<file path="src/rtl/seq_datapath.sv">
// rtl/seq_datapath.sv - multi-cycle register-file datapath: read A, read B, execute, write back
module seq_datapath #(
  parameter int WIDTH = 16,
  parameter int NREGS = 8,
  parameter int IMM_W = 5,
  localparam int RW = $clog2(NREGS)
) (
  input  logic             clk,
  input  logic             reset,
  input  logic             start,
  input  logic [1:0]       op,
  input  logic [1:0]       shift,
  input  logic [RW-1:0]    rd,
  input  logic [RW-1:0]    rn,
  input  logic [RW-1:0]    rm,
  input  logic             use_imm,
  input  logic [IMM_W-1:0] imm,
  input  logic             ext_load,
  input  logic [WIDTH-1:0] ext_data,
  output logic             busy,
  output logic             done,
  output logic [WIDTH-1:0] result,
  output logic             Z,
  output logic             N,
  output logic             V
);

  localparam logic [2:0] S_IDLE   = 3'd0;
  localparam logic [2:0] S_READ_A = 3'd1;
  localparam logic [2:0] S_READ_B = 3'd2;
  localparam logic [2:0] S_EXEC   = 3'd3;
  localparam logic [2:0] S_WRITE  = 3'd4;

  logic [2:0]       state;
  logic [WIDTH-1:0] regs [NREGS];
  logic [WIDTH-1:0] a, b;
  logic [1:0]       op_q, shift_q;
  logic [RW-1:0]    rd_q, rn_q, rm_q;
  logic             use_imm_q;
  logic [IMM_W-1:0] imm_q;

  logic [WIDTH-1:0] b_sh, b_in, alu;
  logic             ovf;

  // Immediate bypasses the shifter entirely.
  always_comb begin
    b_sh = b;
    case (shift_q)
      2'b01:   b_sh = b << 1;
      2'b10:   b_sh = b >> 1;
      2'b11:   b_sh = {b[WIDTH-1], b[WIDTH-1:1]};
      default: b_sh = b;
    endcase
    b_in = use_imm_q ? {{(WIDTH-IMM_W){1'b0}}, imm_q} : b_sh;
  end

  always_comb begin
    alu = '0;
    ovf = 1'b0;
    case (op_q)
      2'b00: begin
        alu = a + b_in;
        ovf = (a[WIDTH-1] == b_in[WIDTH-1]) && (alu[WIDTH-1] != a[WIDTH-1]);
      end
      2'b01: begin
        alu = a - b_in;
        ovf = (a[WIDTH-1] != b_in[WIDTH-1]) && (alu[WIDTH-1] != a[WIDTH-1]);
      end
      2'b10:   alu = a & b_in;
      default: alu = ~b_in;
    endcase
  end

  always_ff @(posedge clk or posedge reset) begin
    if (reset) begin
      state     <= S_IDLE;
      a         <= '0;
      b         <= '0;
      result    <= '0;
      Z         <= 1'b0;
      N         <= 1'b0;
      V         <= 1'b0;
      op_q      <= '0;
      shift_q   <= '0;
      rd_q      <= '0;
      rn_q      <= '0;
      rm_q      <= '0;
      use_imm_q <= 1'b0;
      imm_q     <= '0;
      for (int i = 0; i < NREGS; i++) regs[i] <= '0;
    end else begin
      case (state)
        S_IDLE: begin
          if (start) begin
            state     <= S_READ_A;
            op_q      <= op;
            shift_q   <= shift;
            rd_q      <= rd;
            rn_q      <= rn;
            rm_q      <= rm;
            use_imm_q <= use_imm;
            imm_q     <= imm;
          end else if (ext_load) begin
            regs[rd] <= ext_data;
          end
        end
        S_READ_A: begin
          a     <= regs[rn_q];
          state <= S_READ_B;
        end
        S_READ_B: begin
          b     <= regs[rm_q];
          state <= S_EXEC;
        end
        S_EXEC: begin
          result <= alu;
          Z      <= (alu == '0);
          N      <= alu[WIDTH-1];
          V      <= ovf;
          state  <= S_WRITE;
        end
        S_WRITE: begin
          regs[rd_q] <= result;
          state      <= S_IDLE;
        end
        default: state <= S_IDLE;
      endcase
    end
  end

  assign busy = (state != S_IDLE);
  assign done = (state == S_WRITE);

endmodule
</file>
<file path="config.mk">
export PLATFORM = sky130hd
export DESIGN_NAME = seq_datapath
export DESIGN_NICKNAME = d
export VERILOG_FILES = /design/src/rtl/seq_datapath.sv
export SDC_FILE = /design/constraint.sdc
export NUM_CORES = 1
export LEC_CHECK = 0
export BUFFER_PORTS_ARGS = -buffer_cell sky130_fd_sc_hd__buf_2
export CAP_MARGIN = 40
export CORE_MARGIN = 3
export CORE_UTILIZATION = 35
export CTS_BUF_LIST = sky130_fd_sc_hd__clkbuf_8 sky130_fd_sc_hd__clkbuf_16
export DETAILED_ROUTE_END_ITERATION = 10
export GPL_ROUTABILITY_DRIVEN = 0
export SLEW_MARGIN = 0
export SYNTH_ARGS = -nofsm -noshare
export SYNTH_HDL_FRONTEND = slang
export SYNTH_SLANG_ARGS = --single-unit
</file>
<file path="constraint.sdc">
create_clock -name clk -period 9.2 [get_ports clk]
set_input_delay 1.38 -clock clk [delete_from_list [all_inputs] [get_ports clk]]
set_output_delay 1.38 -clock clk [all_outputs]
set_load 0.1 [all_outputs]
</file>
**After elaboration in Yosys (flattened, before gate mapping)**

Cells that the tools add are included.

- Bits of input ports: 39
- Output and inout bits: 21
- Register bits: 201

- Mux-type cells: 21
- Reductions and logical operators: 11
- Bitwise logic cells: 6
- Equal/unequal tests: 16
- Add/subtract/negate cells: 2
- $lt $le $gt $ge: 6

Operators by type and width:

| cell | count |
|---|---|
| bitwise mux 128 bit | 2 |
| two-way mux 128 bit | 2 |
| one-hot mux 128 bit (2 select lines) | 1 |
| two-way mux 16 bit | 7 |
| binary-select mux 16 bit (select 3 bit) | 2 |
| demux 16 bit (select 3 bit) | 2 |
| one-hot mux 16 bit (3 select lines) | 2 |
| adder 16 bit | 1 |
| AND 16 bit | 1 |
| >= comparator 4 bit (second input constant) | 4 |
| logical NOT 16 bit | 1 |
| NOT 16 bit | 1 |
| NOT 3 -> 4 bit | 4 |
| subtractor 16 bit | 1 |
| one-hot mux 3 bit (4 select lines) | 1 |
| less-than comparator 4 x 1 -> 1 bit (second input constant) | 2 |
| equality test 2 bit (second input constant) | 3 |
| equality test 3 x 2 -> 1 bit (second input constant) | 2 |
| != test 2 bit (second input constant) | 3 |
| equality test 2 x 1 -> 1 bit (second input constant) | 2 |
| logical AND 1 bit | 4 |
| equality test 3 x 1 -> 1 bit (second input constant) | 1 |
| equality test 3 bit (second input constant) | 1 |
| logical NOT 3 bit | 1 |
| 9 further kinds | 11 |

**Logic depth before layout (Yosys ltp)**

Gate-level depths: netlist of the first run.

- Depth in word-level cells: 9
- Mapped depth: 18
- Depth with buffers taken out: 15

**Least setup slack after synthesis of the first run**

No wires, ideal clock.

- Path kind: register -> register
- From: reg shift_q[0]
- To: reg Z
- Data arrival time: 3.756 ns
- Setup slack: 5.352 ns
- Cell stages (with the launch flop): 18
- Required time: 9.108 ns
- Clock period less this slack: 3.848 ns
- Setup time: 0.092 ns
- Buffers on the path: 2
- Path through: dfrtp_1 > buf_2 > buf_2 > nor3b_1 > a21oi_1 > o21ai_0 > ha_1 > inv_1 > fa_1 > nand2b_2 > a2111oi_4 > nor4_2 > o41ai_2 > mux2i_1 > or3_1 > nor4_2 > nand4_1 > o31ai_2

- Word-level cells in the longest chain between the ends: 6

RTL lines:

| what | line | source |
|---|---|---|
| start, declared | 37 | `logic [1:0] op_q, shift_q;` |
| start signal, assigned | 97 | `shift_q <= shift;` |
| equality test 2 bit or equality test 2 x 1 -> 1 bit (tied branches) | 48 | `case (shift_q)` |
| one-hot mux 16 bit (3 select lines) * | 48 |  |
| two-way mux 16 bit * | 54 | `b_in = use_imm_q ? {{(WIDTH-IMM_W){1'b0}}, imm_q} : b_sh;` |
| subtractor 16 bit (tied with other cells) | 66 | `alu = a - b_in;` |
| one-hot mux 16 bit (3 select lines) * | 60 | `case (op_q)` |
| logical NOT 16 bit * | 117 | `Z <= (alu == '0);` |
| end signal, assigned | 117 |  |
| end, declared | 23 | `output logic Z,` |

Every way passes the cells marked *; elsewhere a longest branch is shown, timed or not.
A chain may end at the register's enable or synchronous reset.

**Worst setup path in the final report of the first run**

Same ends and word-level chain as after synthesis.

==> results.sh, run 1 <==
export IMPL_outcome="completed"
export IMPL_crit_type="reg2reg"
export IMPL_holdPathStages=2
export IMPL_min_from="V"
export IMPL_synth_area_um2=12800
export IMPL_synth_main_ff_cell="dfrtp_1"
export IMPL_worstSetupEndpointType="flip-flop"
export IMPL_vias=10800
export IMPL_post_cts_buffers=0
export IMPL_synth_top_cells_by_area="dfrtp_1 (39%), mux4_2 (11%), a22oi_1 (6.8%)"
export IMPL_wl_per_cell_um=23.3
export IMPL_maxSlewHeadroom=0.399
export IMPL_pwr_share_comb=0.605
export IMPL_die_h_um=197
export IMPL_timing_final_crit_share=0.483
export IMPL_max_stage_delay_ns=0.68
export IMPL_maxCapViolCount=0
export IMPL_rsz0062_at_grt="no"
export IMPL_htreeDepth=4
export IMPL_swShare=0.503
export IMPL_overflow=0
export IMPL_worst_r2r_cell_count=15
export IMPL_insertion_delay_ns=0.45
export IMPL_num_antenna_cells=0
export IMPL_start_kind="flip-flop"
export IMPL_start_util=0.358
export IMPL_synth_warning_count=0
export IMPL_hold_class="reg2reg"
export IMPL_p_int_mw=3.11
export IMPL_cts_resized_gates=0
export IMPL_power_density_nw_per_um2=437
export IMPL_synth_nets=1415
export IMPL_critPathRequiredTime_ns=9.56
export IMPL_max_freq_ghz=0.225
export IMPL_p_total_mw=6.26
export IMPL_fin_crit_ns=4.45
export IMPL_drc=0
export IMPL_area_growth_pct=11.7
export IMPL_reg2reg_to="Z"
export IMPL_setup_viol=0
export IMPL_grt_pass1_vias=10700
export IMPL_port_buffer_count=59
export IMPL_worst_pin_slew_ns=0.901
export IMPL_crit_top_cell="nor4_2"
export IMPL_holdPathEnd="V"
export IMPL_fin_worst_skew_ns=0.0147
export IMPL_grt_start_max_net_pins=120
export IMPL_final_antenna_net_count=0
export IMPL_core_area_um2=35800
export IMPL_p_seq_frac=0.270
export IMPL_r2r_setup_slack_ns=4.75
export IMPL_final_nets=1391
export IMPL_finalHoldViolCount=0
export IMPL_synth_cell_types=71
export IMPL_fp_dieArea_um2=39000
export IMPL_syn_inst=1342
export IMPL_cts_tree="done"
export IMPL_critPathTopFamily="simple AND/OR/NAND/NOR gates"
export IMPL_rows=69
export IMPL_finalSetupTns_ns=0
export IMPL_cts_buffers=17
export IMPL_cp_max_fo=18
export IMPL_synth_top_cell_by_area="dfrtp_1"
export IMPL_cp_num_buf_inv=1
export IMPL_synth_edf_count=0
export IMPL_drive_above_1_share=0.192
export IMPL_power_switching_mw=3.15
export IMPL_postCtsHoldBufs=0
export IMPL_drt_vias_per_instance=6.04
export IMPL_cts_clk_slew_worst_paths_ns=0.08
export IMPL_cp_slowest_cell="dfrtp_1"
export IMPL_synth_yosys_seq_area_share=0.390
export IMPL_peakVddDrop_uv=263
export IMPL_async_flop_share=1.00
export IMPL_ys_ff_latch=200
export IMPL_worst_hold_slack_ns=0.489
export IMPL_critPathLaunch="shift_q[0]"
export IMPL_dr_pass1_iters=5
export IMPL_cts_sinks=200
export IMPL_slew_viol_final=0
export IMPL_grt_first_pass_wirelength_um=65100
export IMPL_p_leak_nw=5.94
export IMPL_worstPathArrival_ns=4.81
export IMPL_crit_chain="nor3b_1, a21oi_1, o21ai_0, ha_1, inv_1, fa_1, nand2b_2, a2111oi_4, nor4_2, o41ai_2, mux2i_1, or3_1, nor4_2, nand4_1, o31ai_2"
export IMPL_wl_um=41700
export IMPL_final_common_cell="dfrtp_1"
export IMPL_antenna_found_initial=1
export IMPL_cts_path_max_buffers=2
export IMPL_hpwl_um=28700
export IMPL_die_x_um=197
export IMPL_synth_avg_cell_area_um2=9.56
export IMPL_drt_iter0_drc=1281
export IMPL_reg2reg_from="shift_q[0]"
export IMPL_cts_root_buf="clkbuf_16"
export IMPL_synth_top_area_share=0.390
export IMPL_layout_common_cells="dfrtp_1 (198), nor2_1 (146), a21oi_1 (132), a22oi_1 (113), nand2_1 (105)"
export IMPL_p_clk_frac=0.124
export IMPL_grt_use_total=0.217
export IMPL_ios=60
[through the flow]
stage / cell area [um2] / std cells / setup slack (ns) / util
3_3_place_gp: 13500 / 1744 / 4.89 / 0.377
2_1_floorplan: 12800 / 1342 / 2.37 / -
4_1_cts: 14300 / 1792 / 4.78 / 0.400
3_5_place_dp: 13700 / 1760 / 4.82 / 0.383
6_report: 14300 / 1792 / 4.75 / 0.400
5_1_grt: 14300 / 1792 / 4.44 / 0.400
[how the worst max path moves through the flow]
stage	end	slack (ns)	cells past startpoint
3_3_place_gp	Z	4.89	15
4_1_cts	Z	4.78	15
6_report	Z	4.75	15
5_1_grt	Z	4.44	15
3_5_place_dp	Z	4.82	15
2_1_floorplan	V	2.37	1
[power groups by stage]
stage	Sequential [mW]	Clock [mW]	Combinational (mW)
6_report	1.69	0.779	3.79
5_1_grt	1.74	0.827	4.14
4_1_cts	1.68	0.790	3.76
3_5_place_dp	1.70	0	3.73
3_3_place_gp	1.69	0	3.63
2_1_floorplan	1.71	0	2.71
[synth_stat cells, types with 6 or more instances]
library cell,number
nor2_1,149
clkbuf_1,86
and3_1,29
dfrtp_1,200
nor3_1,19
inv_1,37
mux4_2,64
mux2_2,25
nor3b_1,9
nand3_1,7
buf_2,8
or3_1,7
nor2b_1,7
nand4_1,6
a221oi_1,8
a21o_1,7
xnor2_1,9
a22oi_1,116
nand2_1,105
o21ai_0,72
o211ai_1,8
ha_1,32
a221o_1,12
o21ai_1,8
mux2i_1,49
buf_1,47
a21oi_1,132
[cell families (layout without fill, tap and decap cells)]
group | Yosys count | in the layout | share of synthesized area
AOI/OAI and AO/OA | 415 | 415 | 0.212
xor gates and xnor gates | 14 | 14 | 0.00956
adders and majority gates | 34 | 34 | 0.0343
buffers and inverters | 181 | 170 | 0.0540
DFF | 200 | 200 | 0.390
muxes | 138 | 138 | 0.173
and+or+nand+nor | 360 | 360 | 0.128
[flip-flops by register name, indices dropped and copies added (netlist names)]
signal / cells
op_q: 2
regs: 128
imm_q: 5
use_imm_q: 1
result: 16
V: 1
state: 3
b: 16
shift_q: 2
rd_q: 3
Z: 1
rn_q: 3
rm_q: 3
a: 16
[area by class of cell]
| class | count | area (um2) |
|---|---|---|
| multi-input cells | 961 | 7280 |
| clock buffers | 17 | 425 |
| flip-flops and latches | 200 | 5010 |
| inverters | 39 | 154 |
| well taps | 461 | 577 |
| fillers | 3496 | 21500 |
| repair buffers | 99 | 718 |
| clock inverters | 15 | 173 |
[tightest hold or removal path, cell delays in order, from the launching register on]
cell     delay, ns
dfrtp_1       0.35
nand2_1       0.05
o31ai_1       0.06
[per-layer routing]
layer	routed length, um	vias to the layer above	share of wire	global-route usage
met2	19700	503	0.47	0.350
li1	-	4897	-	-
met4	1100	2	0.026	0.0692
met1	17900	5322	0.43	0.298
met5	7	-	0.00017	0
met3	3040	92	0.073	0.0375
Note: power is estimated with default switching activity, not from simulation.
==> run 2: changes to the inputs <==
- clock period: 9.2 -> 3.65 ns (I/O delays scaled with it)
==> run 2 against run 1 <==
  * The flow now finishes with violations (setup timing)
  * Power grew to 2.7 times the previous value
  * Non-clock buffer count grew 56
  * First-iteration DRC count grew 1.6%
  * Critical endpoint unchanged
  * Highest routed layer unchanged
==> results.sh, run 2 (synthesis results as in run 1) <==
export IMPL_cts_root_buf="clkbuf_16"
export IMPL_p_clk_frac=0.117
export IMPL_reg2reg_to="Z"
export IMPL_fin_worst_skew_ns=0.0179
export IMPL_overflow=0
export IMPL_fp_dieArea_um2=39000
export IMPL_slew_viol_final=0
export IMPL_final_common_cell="dfrtp_1"
export IMPL_final_antenna_net_count=0
export IMPL_critPathCapture="Z"
export IMPL_cts_path_max_buffers=2
export IMPL_maxCapViolCount=0
export IMPL_peakVddDrop_uv=462
export IMPL_cts_tree="done"
export IMPL_worstPathArrival_ns=4.07
export IMPL_finalHoldViolCount=0
export IMPL_worst_pin_slew_ns=0.885
export IMPL_max_freq_ghz=0.270
export IMPL_cts_sinks=200
export IMPL_grt_pass1_vias=11100
export IMPL_drt_vias_per_instance=6.05
export IMPL_cts_clk_slew_worst_paths_ns=0.08
export IMPL_swShare=0.490
export IMPL_die_h_um=197
export IMPL_htreeDepth=4
export IMPL_core_area_um2=35800
export IMPL_p_leak_nw=6.21
export IMPL_drc=0
export IMPL_fin_crit_ns=3.70
export IMPL_worstSetupEndpointType="flip-flop"
export IMPL_fill_cells=3450
export IMPL_start_util=0.358
export IMPL_start_kind="flip-flop"
export IMPL_largest_reg_flops=128
export IMPL_drt_iter0_drc=1301
export IMPL_critPathLaunch="shift_q[0]"
export IMPL_area_growth_pct=15.3
export IMPL_grt_first_pass_wirelength_um=66800
export IMPL_maxSlewHeadroom=0.410
export IMPL_final_nets=1447
export IMPL_cts_buffers=17
export IMPL_hold_class="in2async"
export IMPL_r2r_setup_slack_ns=-0.05
export IMPL_worst_r2r_cell_count=15
export IMPL_power_density_nw_per_um2=1140
export IMPL_port_buffer_count=59
export IMPL_dp_cells=1815
export IMPL_wl_um=42800
export IMPL_antenna_found_initial=4
export IMPL_rsz0062_at_grt="yes"
export IMPL_hpwl_um=30000
export IMPL_layout_setup_ws_ns=-0.0515
export IMPL_power_switching_mw=8.23
export IMPL_rows=69
export IMPL_top_register="regs"
export IMPL_dr_pass1_iters=6
export IMPL_layout_common_cells="dfrtp_1 (198), nor2_1 (147), a21oi_1 (127), a22oi_1 (113), nand2_1 (105)"
export IMPL_p_int_mw=8.55
export IMPL_timing_final_crit_share=1.01
export IMPL_drive_above_1_share=0.240
export IMPL_grt_start_max_net_pins=57
export IMPL_ios=60
export IMPL_violations="setup timing"
export IMPL_pwr_share_comb=0.624
export IMPL_setup_viol=1
export IMPL_crit_type="reg2reg"
export IMPL_vias=11200
export IMPL_cp_max_fo=3
export IMPL_num_antenna_cells=0
export IMPL_insertion_delay_ns=0.46
export IMPL_p_seq_frac=0.258
export IMPL_grt_use_total=0.222
export IMPL_postCtsHoldBufs=0
export IMPL_wl_per_cell_um=23.2
export IMPL_finalSetupTns_ns=-0.0515
export IMPL_critPathRequiredTime_ns=4.01
export IMPL_outcome="finished with violations"
export IMPL_reg2reg_from="shift_q[0]"
export IMPL_finalNonFillerCells=1847
export IMPL_die_x_um=197
==> run 2: cell count changes in the layout (fill, tap and decap cells not counted), moves of 3 or more <==
cell and change:
buf_4 +64, buf_8 -9, nor3b_4 -3, nor3b_2 +4, o21ai_0 -4, ha_1 -5, a211oi_2 +3, a21oi_2 +4
a21oi_1 -5, ha_2 +4, a211oi_1 -3, buf_12 +3
==> run 2: routing by layer <==
metal / track usage / share of wire / up-vias
met3: 0.0411 / 0.077 / 93
met4: 0.0718 / 0.028 / 6
met5: 0 / 0.00084 / -
met2: 0.360 / 0.47 / 506
met1: 0.302 / 0.42 / 5548
li1: - / - / 5017
==> run 2: worst min path at each step <==
stage,startpoint,endpoint,cells after the start
floorplan,regs[80],regs[80],2
global placement,V,V,2
detailed placement,V,V,2
CTS,reset,regs[58],2
global route,reset,regs[58],2
finish,reset,regs[58],2
==> run 2: layout make-up <==
class	count	area, um2	share of cell area
multi-input cells	961	7380	0.499
flip-flops and latches	200	5010	0.339
repair buffers	155	1080	0.0734
well taps	461	577	0.0390
clock buffers	17	425	0.0288
clock inverters	14	165	0.0112
inverters	39	150	0.0102
==> run 2: power by group through the flow <==
stage	Sequential (mW)	Clock, mW	Combinational [mW]
after global routing	4.47	2.09	11.3
after global placement	4.31	0	9.85
final	4.34	1.97	10.5
after CTS	4.31	2.01	10.1
after floorplan	4.31	0	6.85
after detailed placement	4.35	0	9.97
==> run 2: repair_timing <==
item / CTS / global route
gates resized for setup: 5 / 25
setup buffers: 0 / 1
setup endpoints to repair: 1 / 6
pin swaps: 2 / 8
==> run 2: stage by stage <==
| stage | area, um2 | total power, mW | setup slack, ns | hold WS, ns | util |
|---|---|---|---|---|---|
| final | 14800 | 16.8 | -0.0515 | 0.0679 | 0.413 |
| after detailed placement | 14100 | 14.3 | -0.0754 | 0.476 | 0.392 |
| after CTS | 14700 | 16.4 | -0.0670 | 0.0551 | 0.409 |
| after global routing | 14800 | 17.9 | -0.191 | 0.0659 | 0.413 |
| after floorplan | 12900 | 11.2 | 0.0520 | 0.461 | - |
| after global placement | 14000 | 14.2 | 0.0242 | 0.471 | 0.391 |
==> run 2: worst max-delay path, stage by stage (launching register included) <==
cell and delay, ns:
dfrtp_1 0.42, nor3b_2 0.20, a21oi_2 0.06, o21ai_2 0.15, ha_2 0.21, inv_2 0.04, fa_2 0.38, nand2b_4 0.16
a2111oi_4 0.46, nor4_4 0.08, o41ai_4 0.35, mux2i_1 0.16, or3_4 0.41, nor4_4 0.19, nand4_1 0.15, o31ai_2 0.18
==> run 3: changes to the inputs <==
- ABC_AREA: not set -> 1
- REMOVE_ABC_BUFFERS: not set -> 1
==> run 3 against run 2 <==
  * The run now ends clean
  * Cell count grew 28%
  * First-iteration DRC count rose by 43%
  * Fmax grew 11%
  * Synthesized area is 4.4% higher
  * Worst setup slack improved by 0.37 ns
  * Clock power about the same
  * Combinational power decreased by 7%
  * Non-clock buffer count decreased by 48
  * Design area is essentially flat
  * Global-route usage up 2.1 points
  * Largest cell class unchanged
==> results.sh, run 3 <==
export IMPL_outcome="completed"
export IMPL_cp_max_fo=15
export IMPL_cp_slowest_cell="dfrtp_1"
export IMPL_crit_type="reg2reg"
export IMPL_synth_most_common_cell="nand2_1"
export IMPL_wl_per_cell_um=21.5
export IMPL_synth_edf_count=0
export IMPL_synth_avg_cell_area_um2=7.36
export IMPL_wl_um=50800
export IMPL_synth_main_ff_cell="dfrtp_1"
export IMPL_core_area_um2=37700
export IMPL_area_growth_pct=10.4
export IMPL_start_util=0.356
export IMPL_max_freq_ghz=0.300
export IMPL_maxSlewHeadroom=0.465
export IMPL_p_leak_nw=6.58
export IMPL_multi_input_area_um2=7080
export IMPL_setup_viol=0
export IMPL_cts_path_max_buffers=2
export IMPL_synth_warning_count=0
export IMPL_cts_sinks=200
export IMPL_async_flop_share=1.00
export IMPL_cts_root_buf="clkbuf_16"
export IMPL_ios=60
export IMPL_final_antenna_net_count=0
export IMPL_top_register="regs"
export IMPL_final_nets=1907
export IMPL_r2r_setup_slack_ns=0.32
export IMPL_cp_num_buf_inv=3
export IMPL_power_density_nw_per_um2=1080
export IMPL_worst_pin_slew_ns=0.800
export IMPL_hpwl_um=34100
export IMPL_die_h_um=202
export IMPL_critPathRequiredTime_ns=4.04
export IMPL_finalHoldViolCount=0
export IMPL_drive_above_1_share=0.129
export IMPL_worst_hold_slack_ns=0.176
export IMPL_cts_buffers=17
export IMPL_drt_iter0_drc=1856
export IMPL_synth_area_um2=13400
export IMPL_critPathTopFamily="simple AND/OR/NAND/NOR gates"
export IMPL_peakVddDrop_uv=645
export IMPL_seqCellArea_um2=5010
export IMPL_reg2reg_to="Z"
export IMPL_drt_vias_per_instance=5.86
export IMPL_hold_class="in2async"
export IMPL_maxCapViolCount=0
export IMPL_max_stage_delay_ns=0.67
export IMPL_slew_viol_final=0
export IMPL_fin_crit_ns=3.33
export IMPL_postCtsHoldBufs=0
export IMPL_final_common_cell="nand2_1"
export IMPL_grt_start_max_net_pins=92
export IMPL_layout_common_cells="nand2_1 (339), o21ai_0 (235), nand3_1 (199), dfrtp_1 (197), inv_1 (185)"
export IMPL_vias=13800
export IMPL_p_total_mw=15.9
export IMPL_port_buffer_count=59
export IMPL_rsz0062_at_grt="no"
export IMPL_timing_final_crit_share=0.912
export IMPL_synth_yosys_seq_area_share=0.374
export IMPL_crit_chain="inv_1, o21ai_1, inv_1, ha_1, fa_1, inv_1, nand3_1, nand2_1, nand2_1, nand2_1, nand2_1, nand3_1, nand3_1, a21oi_1, nand3_1, nor2_1, nand3_1, nand2_1"
export IMPL_synth_cell_types=47
export IMPL_ys_ff_latch=200
export IMPL_grt_first_pass_wirelength_um=76800
export IMPL_drc=0
export IMPL_worstPathArrival_ns=3.72
export IMPL_dr_pass1_iters=8
export IMPL_synthTopCellsByCount="nand2_1 (339), o21ai_0 (235), dfrtp_1 (200)"
export IMPL_worst_r2r_cell_count=18
export IMPL_synth_top_cell_by_area="dfrtp_1"
export IMPL_fin_worst_skew_ns=0.0172
export IMPL_fill_cells=3998
export IMPL_synth_top_area_share=0.374
export IMPL_grt_use_total=0.243
export IMPL_reg2reg_from="use_imm_q"
export IMPL_die_x_um=202
export IMPL_synth_top_cells_by_area="dfrtp_1 (37%), nand2_1 (9.5%), o21ai_0 (8.8%)"
export IMPL_syn_inst=1819
export IMPL_overflow=0
export IMPL_largest_reg_flops=128
export IMPL_start_kind="flip-flop"
export IMPL_num_antenna_cells=0
export IMPL_antenna_found_initial=1
export IMPL_cts_clk_slew_worst_paths_ns=0.08
export IMPL_insertion_delay_ns=0.46
export IMPL_fp_dieArea_um2=40600
export IMPL_grt_pass1_vias=12900
export IMPL_cts_tree="done"
export IMPL_worstSetupEndpointType="flip-flop"
export IMPL_htreeDepth=4
export IMPL_rows=71
run 3: cell types whose count changed after synthesis, sizes merged, moves of 113 or more:
cell   previous run  this run
nand3             7       199
inv              38       201
a22oi           116         3
nand2           105       344
o21ai            80       241
o22ai             0       127
run 3: layout make-up:
| class | instances | share of cell area |
|---|---|---|
| Clock buffer | 19 | 0.0306 |
| Multi-Input combinational cell | 1302 | 0.479 |
| Timing Repair Buffer | 107 | 0.0461 |
| Inverter | 206 | 0.0529 |
| Sequential cell | 200 | 0.339 |
| Tap cell | 511 | 0.0433 |
| Clock inverter | 13 | 0.00889 |
run 3: cells by family (layout without fill, tap and decap cells):
logic type,Yosys count,in the layout,synth area share
buf+inv,317,345,0.0973
flops,200,200,0.374
simple gates,653,653,0.218
fa+ha+maj,34,34,0.0329
mux,53,53,0.0446
xor+xnor,1,1,0.000654
compound gates,561,561,0.233
run 3: through the flow:
step / instance area [um2] / utilization / setup TNS (ns) / worst slack, ns / instances
floorplan: 12900 / - / -470.30 / -2.35 / 1708
global route: 14800 / 0.392 / 0 / 0.00922 / 2358
detailed placement: 14200 / 0.377 / 0 / 0.241 / 2326
CTS: 14800 / 0.392 / 0 / 0.224 / 2358
global placement: 14200 / 0.377 / 0 / 0.290 / 2326
finish: 14800 / 0.392 / 0 / 0.320 / 2358
run 3: metal layers:
| metal | share of wire | GRT usage |
|---|---|---|
| met5 | 0.00026 | 0 |
| met4 | 0.033 | 0.0865 |
| met3 | 0.095 | 0.0392 |
| met2 | 0.45 | 0.382 |
| met1 | 0.42 | 0.340 |
run 3: timing repair:
item / 4_1_cts / 5_1_grt
resized for setup: 0 / 1
setup buffers: 0 / 0
setup endpoints to repair: 0 / 1
run 3: worst max-delay path by stage:
stage / from / end / cells after the start
2_1_floorplan: reset / V / 1
3_3_place_gp: shift_q[1] / Z / 18
3_5_place_dp: shift_q[1] / Z / 18
4_1_cts: shift_q[1] / Z / 18
5_1_grt: shift_q[1] / Z / 18
6_report: use_imm_q / Z / 18
run 3: power by group:
group	internal (mW)	switching (mW)
logic	2.86	6.89
registers	3.31	0.920
clock network	0.997	0.960
total	7.17	8.77
